**src/rtl/debug_pkg.sv**
```systemverilog
// Shared definitions for the debug controller: FSM states, command bytes and frame geometry.
// DEBUG_CHECKSUM_EN adds a trailing XOR checksum byte to every frame.
package debug_pkg;

    typedef enum logic [2:0] {
        IDLE = 3'd0,
        RUN  = 3'd1,
        STEP = 3'd2,
        SNAP = 3'd3,
        SEND = 3'd4
    } state_t;

    localparam logic [7:0]  CMD_RUN    = 8'h63;
    localparam logic [7:0]  CMD_STEP   = 8'h73;
    localparam logic [7:0]  CMD_DUMP   = 8'h64;
    localparam logic [31:0] HALT_INSTR = 32'hFFFF_FFFF;

    localparam int WORD_BYTES       = 4;
    localparam int FRAME_WORDS      = 7;
    localparam int FRAME_DATA_BYTES = FRAME_WORDS * WORD_BYTES;
`ifdef DEBUG_CHECKSUM_EN
    localparam int FRAME_BYTES      = FRAME_DATA_BYTES + 1;
`else
    localparam int FRAME_BYTES      = FRAME_DATA_BYTES;
`endif
    localparam int IDX_W            = $clog2(FRAME_BYTES);

endpackage

```
**src/rtl/debug_tx_serializer.sv**
```systemverilog
// Streams the seven snapshot words MSB-first over a valid/ready byte interface.
// With DEBUG_CHECKSUM_EN a final byte carries the XOR of all data bytes.
module debug_tx_serializer
    import debug_pkg::*;
(
    input  logic                        clk,
    input  logic                        reset,
    input  logic                        start,
    input  logic [FRAME_WORDS*32-1:0]   frame_words,
    output logic [7:0]                  tx_data,
    output logic                        tx_valid,
    input  logic                        tx_ready,
    output logic                        done
);

    logic             active_reg;
    logic [IDX_W-1:0] idx_reg;
    logic [7:0]       frame_byte [FRAME_DATA_BYTES];
    logic [7:0]       byte_sel;
    logic             handshake;
    logic             last_byte;

    // Byte 0 is the most significant byte of the first word.
    generate
        for (genvar gi = 0; gi < FRAME_DATA_BYTES; gi++) begin : g_bytes
            assign frame_byte[gi] = frame_words[(FRAME_DATA_BYTES-1-gi)*8 +: 8];
        end
    endgenerate

`ifdef DEBUG_CHECKSUM_EN
    logic [7:0] csum_reg;

    always_comb begin
        byte_sel = csum_reg;
        if (idx_reg < IDX_W'(FRAME_DATA_BYTES))
            byte_sel = frame_byte[idx_reg];
    end

    always_ff @(posedge clk or negedge reset) begin
        if (!reset)
            csum_reg <= 8'h00;
        else if (start)
            csum_reg <= 8'h00;
        else if (handshake)
            csum_reg <= csum_reg ^ byte_sel;
    end
`else
    always_comb begin
        byte_sel = 8'h00;
        if (idx_reg < IDX_W'(FRAME_DATA_BYTES))
            byte_sel = frame_byte[idx_reg];
    end
`endif

    assign handshake = active_reg & tx_ready;
    assign last_byte = (idx_reg == IDX_W'(FRAME_BYTES-1));
    assign done      = handshake & last_byte;
    assign tx_valid  = active_reg;
    assign tx_data   = active_reg ? byte_sel : 8'h00;

    always_ff @(posedge clk or negedge reset) begin
        if (!reset) begin
            active_reg <= 1'b0;
            idx_reg    <= '0;
        end else if (start) begin
            active_reg <= 1'b1;
            idx_reg    <= '0;
        end else if (handshake) begin
            if (last_byte) begin
                active_reg <= 1'b0;
                idx_reg    <= '0;
            end else begin
                idx_reg    <= idx_reg + 1'b1;
            end
        end
    end

endmodule

```
**src/rtl/debug_unit.sv**
```systemverilog
// Debug controller: byte commands run/step the pipeline via pipe_en, HALT drains it,
// and a snapshot frame is streamed out. DEBUG_CHECKSUM_EN appends an XOR checksum byte.
module debug_unit
    import debug_pkg::*;
#(
    parameter int           B          = 32,
    parameter int           DRAIN      = 4,
    parameter logic [B-1:0] HALT_INSTR = B'(debug_pkg::HALT_INSTR),
    parameter logic [7:0]   CMD_RUN    = debug_pkg::CMD_RUN,
    parameter logic [7:0]   CMD_STEP   = debug_pkg::CMD_STEP,
    parameter logic [7:0]   CMD_DUMP   = debug_pkg::CMD_DUMP
) (
    input  logic         clk,
    input  logic         reset,
    input  logic [7:0]   rx_data,
    input  logic         rx_valid,
    output logic         rx_ready,
    output logic [7:0]   tx_data,
    output logic         tx_valid,
    input  logic         tx_ready,
    input  logic [B-1:0] pc_if,
    input  logic [B-1:0] instr_if,
    input  logic [B-1:0] alu_ex,
    input  logic [B-1:0] alu_exmem,
    input  logic [B-1:0] mem_data_memwb,
    input  logic [B-1:0] wb_data,
    output logic         pipe_en,
    output logic         halted,
    output logic [31:0]  cycle_count
);

    localparam int DRAIN_W = $clog2(DRAIN + 1);

    state_t              state_reg;
    logic                pipe_en_reg;
    logic                halted_reg;
    logic [31:0]         cycle_count_reg;
    logic                drain_armed_reg;
    logic [DRAIN_W-1:0]  drain_cnt_reg;
    logic [B-1:0]        pc_sh_reg, instr_sh_reg, alu_ex_sh_reg;
    logic [B-1:0]        alu_exmem_sh_reg, mem_sh_reg, wb_sh_reg;
    logic [31:0]         count_sh_reg;

    logic                halt_seen;
    logic                halt_done;
    logic                ser_start;
    logic                ser_done;
    logic [FRAME_WORDS*32-1:0] frame_words;

    assign halt_seen = pipe_en_reg && !drain_armed_reg && (instr_if == HALT_INSTR);
    // The enabled cycle that takes the drain count from 1 to 0 is the last one.
    assign halt_done = pipe_en_reg && drain_armed_reg && (drain_cnt_reg == DRAIN_W'(1));

    assign rx_ready    = (state_reg == IDLE);
    assign pipe_en     = pipe_en_reg;
    assign halted      = halted_reg;
    assign cycle_count = cycle_count_reg;
    assign ser_start   = (state_reg == SNAP);

    always_ff @(posedge clk or negedge reset) begin
        if (!reset) begin
            state_reg        <= IDLE;
            pipe_en_reg      <= 1'b0;
            halted_reg       <= 1'b0;
            cycle_count_reg  <= '0;
            drain_armed_reg  <= 1'b0;
            drain_cnt_reg    <= '0;
            pc_sh_reg        <= '0;
            instr_sh_reg     <= '0;
            alu_ex_sh_reg    <= '0;
            alu_exmem_sh_reg <= '0;
            mem_sh_reg       <= '0;
            wb_sh_reg        <= '0;
            count_sh_reg     <= '0;
        end else begin
            if (pipe_en_reg)
                cycle_count_reg <= cycle_count_reg + 32'd1;

            if (halt_seen) begin
                drain_armed_reg <= 1'b1;
                drain_cnt_reg   <= DRAIN_W'(DRAIN);
            end else if (pipe_en_reg && drain_armed_reg && drain_cnt_reg != '0) begin
                drain_cnt_reg   <= drain_cnt_reg - 1'b1;
            end

            if (halt_done)
                halted_reg <= 1'b1;

            case (state_reg)
                IDLE: begin
                    if (rx_valid) begin
                        if (rx_data == CMD_RUN && !halted_reg) begin
                            state_reg   <= RUN;
                            pipe_en_reg <= 1'b1;
                        end else if (rx_data == CMD_STEP && !halted_reg) begin
                            state_reg   <= STEP;
                            pipe_en_reg <= 1'b1;
                        end else if (rx_data == CMD_DUMP) begin
                            state_reg   <= SNAP;
                        end
                    end
                end
                RUN: begin
                    if (halt_done) begin
                        state_reg   <= SNAP;
                        pipe_en_reg <= 1'b0;
                    end
                end
                STEP: begin
                    state_reg   <= SNAP;
                    pipe_en_reg <= 1'b0;
                end
                SNAP: begin
                    pc_sh_reg        <= pc_if;
                    instr_sh_reg     <= instr_if;
                    alu_ex_sh_reg    <= alu_ex;
                    alu_exmem_sh_reg <= alu_exmem;
                    mem_sh_reg       <= mem_data_memwb;
                    wb_sh_reg        <= wb_data;
                    count_sh_reg     <= cycle_count_reg;
                    state_reg        <= SEND;
                end
                SEND: begin
                    if (ser_done)
                        state_reg <= IDLE;
                end
                default: begin
                    state_reg   <= IDLE;
                    pipe_en_reg <= 1'b0;
                end
            endcase
        end
    end

    assign frame_words = {32'(pc_sh_reg), 32'(instr_sh_reg), 32'(alu_ex_sh_reg),
                          32'(alu_exmem_sh_reg), 32'(mem_sh_reg), 32'(wb_sh_reg),
                          count_sh_reg};

    debug_tx_serializer u_ser (
        .clk         (clk),
        .reset       (reset),
        .start       (ser_start),
        .frame_words (frame_words),
        .tx_data     (tx_data),
        .tx_valid    (tx_valid),
        .tx_ready    (tx_ready),
        .done        (ser_done)
    );

endmodule

```
**config.mk**
```make
export PLATFORM = sky130hd
export DESIGN_NAME = debug_unit
export DESIGN_NICKNAME = d
export VERILOG_FILES = /design/src/rtl/debug_pkg.sv /design/src/rtl/debug_tx_serializer.sv /design/src/rtl/debug_unit.sv
export SDC_FILE = /design/constraint.sdc
export NUM_CORES = 1
export LEC_CHECK = 0
export CAP_MARGIN = 10
export CORE_MARGIN = 2
export CORE_UTILIZATION = 35
export DETAILED_ROUTE_END_ITERATION = 6
export PLACE_DENSITY_LB_ADDON = 0.25
export SLEW_MARGIN = 40
export SYNTH_ARGS = -nofsm -noshare
export SYNTH_HDL_FRONTEND = slang
export SYNTH_SLANG_ARGS = --single-unit
```
**constraint.sdc**
```tcl
create_clock -name clk -period 5.5 [get_ports clk]
set_input_delay 1.65 -clock clk [delete_from_list [all_inputs] [get_ports clk]]
set_output_delay 1.65 -clock clk [all_outputs]
set_load 0.05 [all_outputs]
```
==> impl_results.md <==
- Residual DRC count: 0
- Top cell type's share of synthesized area: a little over half
- Critical path's largest stage delay: between 0.8 and 0.9 ns
- CP arrival: roughly 3.5 ns
- Clock power share: a little under a quarter
- Final worst slack: about 0.34 ns
- Pin count of the biggest net entering global routing: ~170
- Initial core utilization: 35.3%
- Worst path slowest cell: clkdlybuf4s50_1
- Most used cell, CP: nand3_1
- Worst Tran Pin Value: approximately 0.74 ns
- I/O Buffers: 247
- Clock slew seen by the registers of the worst setup and hold paths: ~0.060 ns
- CP Buf/Inv Count: 2
- Placer's final routability congestion estimate: 0.866
- CTS resizes: 0
- Drt wl/cell: around 19 microns
- Critical setup path kind: register to primary output
- Fmax: approximately 190 MHz
- First-pass GRT wire length: between 50 and 60 mm
- DP Wirelength: about 28 mm
- Dpl ws: about 0.9 ns
- Crit path cell chain: buf_4, mux4_2, nand3_1, nand3_1, a2bb2oi_1, clkdlybuf4s50_1
- Synthesized area: approximately 0.012 sq mm
- Vias in the first global route: 10200
- P_leak: between 0.007 and 0.008 uW
- Post-Syn Area per Cell: roughly 9.4 sq um
- Mapped Cells: between 1000 and 1500
- Register area share after synthesis: between 50% and 60%
- Element type at the critical path start: register
- Final TNS setup: 0 ns
- Total congestion overflow: 0
- Routed wire length: between 30 and 40 mm
- Kind of end point of the critical path: primary output
- Tcrit/Tclk final: 93.8%
- Die footprint: 0.0371 sq mm
- Initial antenna violation count: 2
- Final Max Tran Viols: 0
- Logic gate share of total power: a little over a third
- WHS: between 0.4 and 0.5 ns
- Post-CTS setup buffers: 0
- DR vias/cell: slightly below 5
- Final Hold Vio Count: 0
- Core area: about 0.035 sq mm
- CTS root buf: clkbuf_16
- Final setup violation count: 0
- Slew HR: 50.0%
- Gr usage total: between 20% and 30%
- Yosys warns: 0
- Max-cap violations: 0
- Post-synth ARST share: between 90% and 100%
- Pwr per Cell Area: around 520 mW/mm^2
- Yosys cell types: 53
- Routed Antenna Nets: 0
- RSZ-0062 raised after global routing: no
- Tmin final: 5.16 ns
- VDD IR max: 0.383 mV
- Row cnt: roughly 70
- EDFF count, synth: 0
- Initial DRC Count: 932
- Top FF cell, synth: dfrtp_1
- CP required: a little under 4 ns
- Deepest clock path buffer count: 3
- Status: finished, final reports clean
- Share of cells above drive strength 1: between 7 and 8%
- Synth area leaders: dfrtp_1 54%, nand2_1 21%, mux4_2 7.4%
- Die Ht: about 190 microns
- Fin nets: about 1800
- FF+latch count, synth: 271
- Sequential share of power: 40.5%
- Hold Buf Count CTS: 0
- Clk sinks: 271
- Top cell family by delay on the critical path: buffers and inverters
- DR pass1 iterations: 5
- Clk_skew: ~0.0064 ns
- Syn-to-layout area delta: 31.3%
- P_sw: between 3000 and 4000 uW
- Switch share: around two fifths
- Max FO, Critical Path: 37
- Cts bufs inserted: 29
- Internal Pwr Total: around 5200 uW
- Max H-tree Level: 1
- Vias: 10000
- Cell taking the most area after synthesis: dfrtp_1
- HP Class: register to register
- Worst-Skew Late Latency: between 0.5 and 0.6 ns
- Post-synth net total: about 1500
- Die width: 193 microns
- IO Pins: about 250
- CTS tree: built
==> worst reg2reg max path, cell delays in order (launching register included) <==
cell and delay, ns:
dfrtp_1 0.44, nand2b_1 0.26, or2_4 0.17, buf_12 0.34
buf_16 0.41, nand2_1 0.28, nand2_1 0.09
==> cells in the final DEF, fill, tap and decap left out, types with 8 or more instances in the layout <==
| cell | count |
|---|---|
| nand2_1 | 690 |
| dfrtp_1 | 269 |
| clkdlybuf4s50_1 | 246 |
| mux4_2 | 41 |
| mux2i_1 | 30 |
| clkbuf_16 | 29 |
| xnor2_1 | 26 |
| nand3_1 | 19 |
| a21oi_1 | 19 |
| nor2_1 | 18 |
| nand4_1 | 17 |
| inv_1 | 9 |
| a22oi_1 | 9 |
| o22ai_1 | 8 |
| o221ai_1 | 8 |
==> layout make-up <==
class	count	area (sq um)
timing repair buffer	261	2690
tap	461	577
inverter	9	33.8
fill	3322	19000
antenna	1	2.50
clock buffer	41	831
clock inverter	11	113
multi-input combinational	970	5320
sequential	271	6790
==> path summary, 6_finish.rpt <==
path	slack [ns]	start	cells past startpoint	to
worst min-delay path	0.48	instr_sh_reg[31]	2	instr_sh_reg[31]
min in group asynchronous	0.95	reset	1	pc_sh_reg[27]
worst max-delay path	0.34	u_ser.idx_reg[0]	6	tx_data[6]
worst max register to register	3.45	state_reg[2]	6	mem_sh_reg[14]
max in group asynchronous	3.47	reset	3	alu_ex_sh_reg[10]
worst min register to register	0.48	instr_sh_reg[31]	2	instr_sh_reg[31]
==> routing by layer <==
metal	GRT usage, %	vias up	routed length [microns]
met5	0	-	11
met4	6.11	2	1160
met3	3.71	63	2230
met2	33.1	296	17900
met1	28.6	4856	16600
li1	-	4791	-
==> power by group through the flow <==
stage	registers [uW]	logic, uW	clock network (uW)
6_report	3410	3080	1940
5_1_grt	3490	3410	2060
4_1_cts	3460	3050	1970
3_5_place_dp	3480	3030	0
3_3_place_gp	3510	2920	0
2_1_floorplan	3020	2330	0
==> cells in the mapped netlist, types with 3 or more instances <==
cell,number
and3_1,6
buf_2,20
xor2_1,6
clkbuf_1,42
mux2i_1,30
inv_1,9
xnor2_1,26
buf_4,4
nor4_1,3
mux4_2,41
a211oi_1,7
nor3b_1,3
a22oi_1,9
o211ai_1,3
nand3_1,19
nand2_1,690
o221ai_1,8
buf_1,5
nand2b_1,3
nand4_1,17
nor2_1,19
nand3b_1,3
a21oi_1,19
nor3_1,6
a22o_1,7
nand4_2,3
nand4b_1,3
buf_6,3
ha_1,5
o22ai_1,8
dfrtp_1,271
==> through the flow <==
stage / cell area [sq um] / total power [uW] / utilization (%) / cells
floorplan: 12500 / 5340 / - / 1324
CTS: 16300 / 8470 / 46.2 / 2022
finish: 16400 / 8430 / 46.3 / 2025
global placement: 15300 / 6440 / 43.3 / 1967
global route: 16400 / 8950 / 46.3 / 2025
detailed placement: 15400 / 6510 / 43.6 / 1970
==> logic make-up (layout without fill, tap and decap cells) <==
logic type	after synthesis	count (layout)	synth area share, %
fa+ha+maj	5	5	0.502
simple gates	793	793	26.1
compound gates	68	68	3.82
flops	271	271	54.4
mux	72	72	9.91
buf+inv	83	322	3.00
other cells	0	1	0
xor+xnor	32	32	2.25
Power figures use the tool's default switching activity.
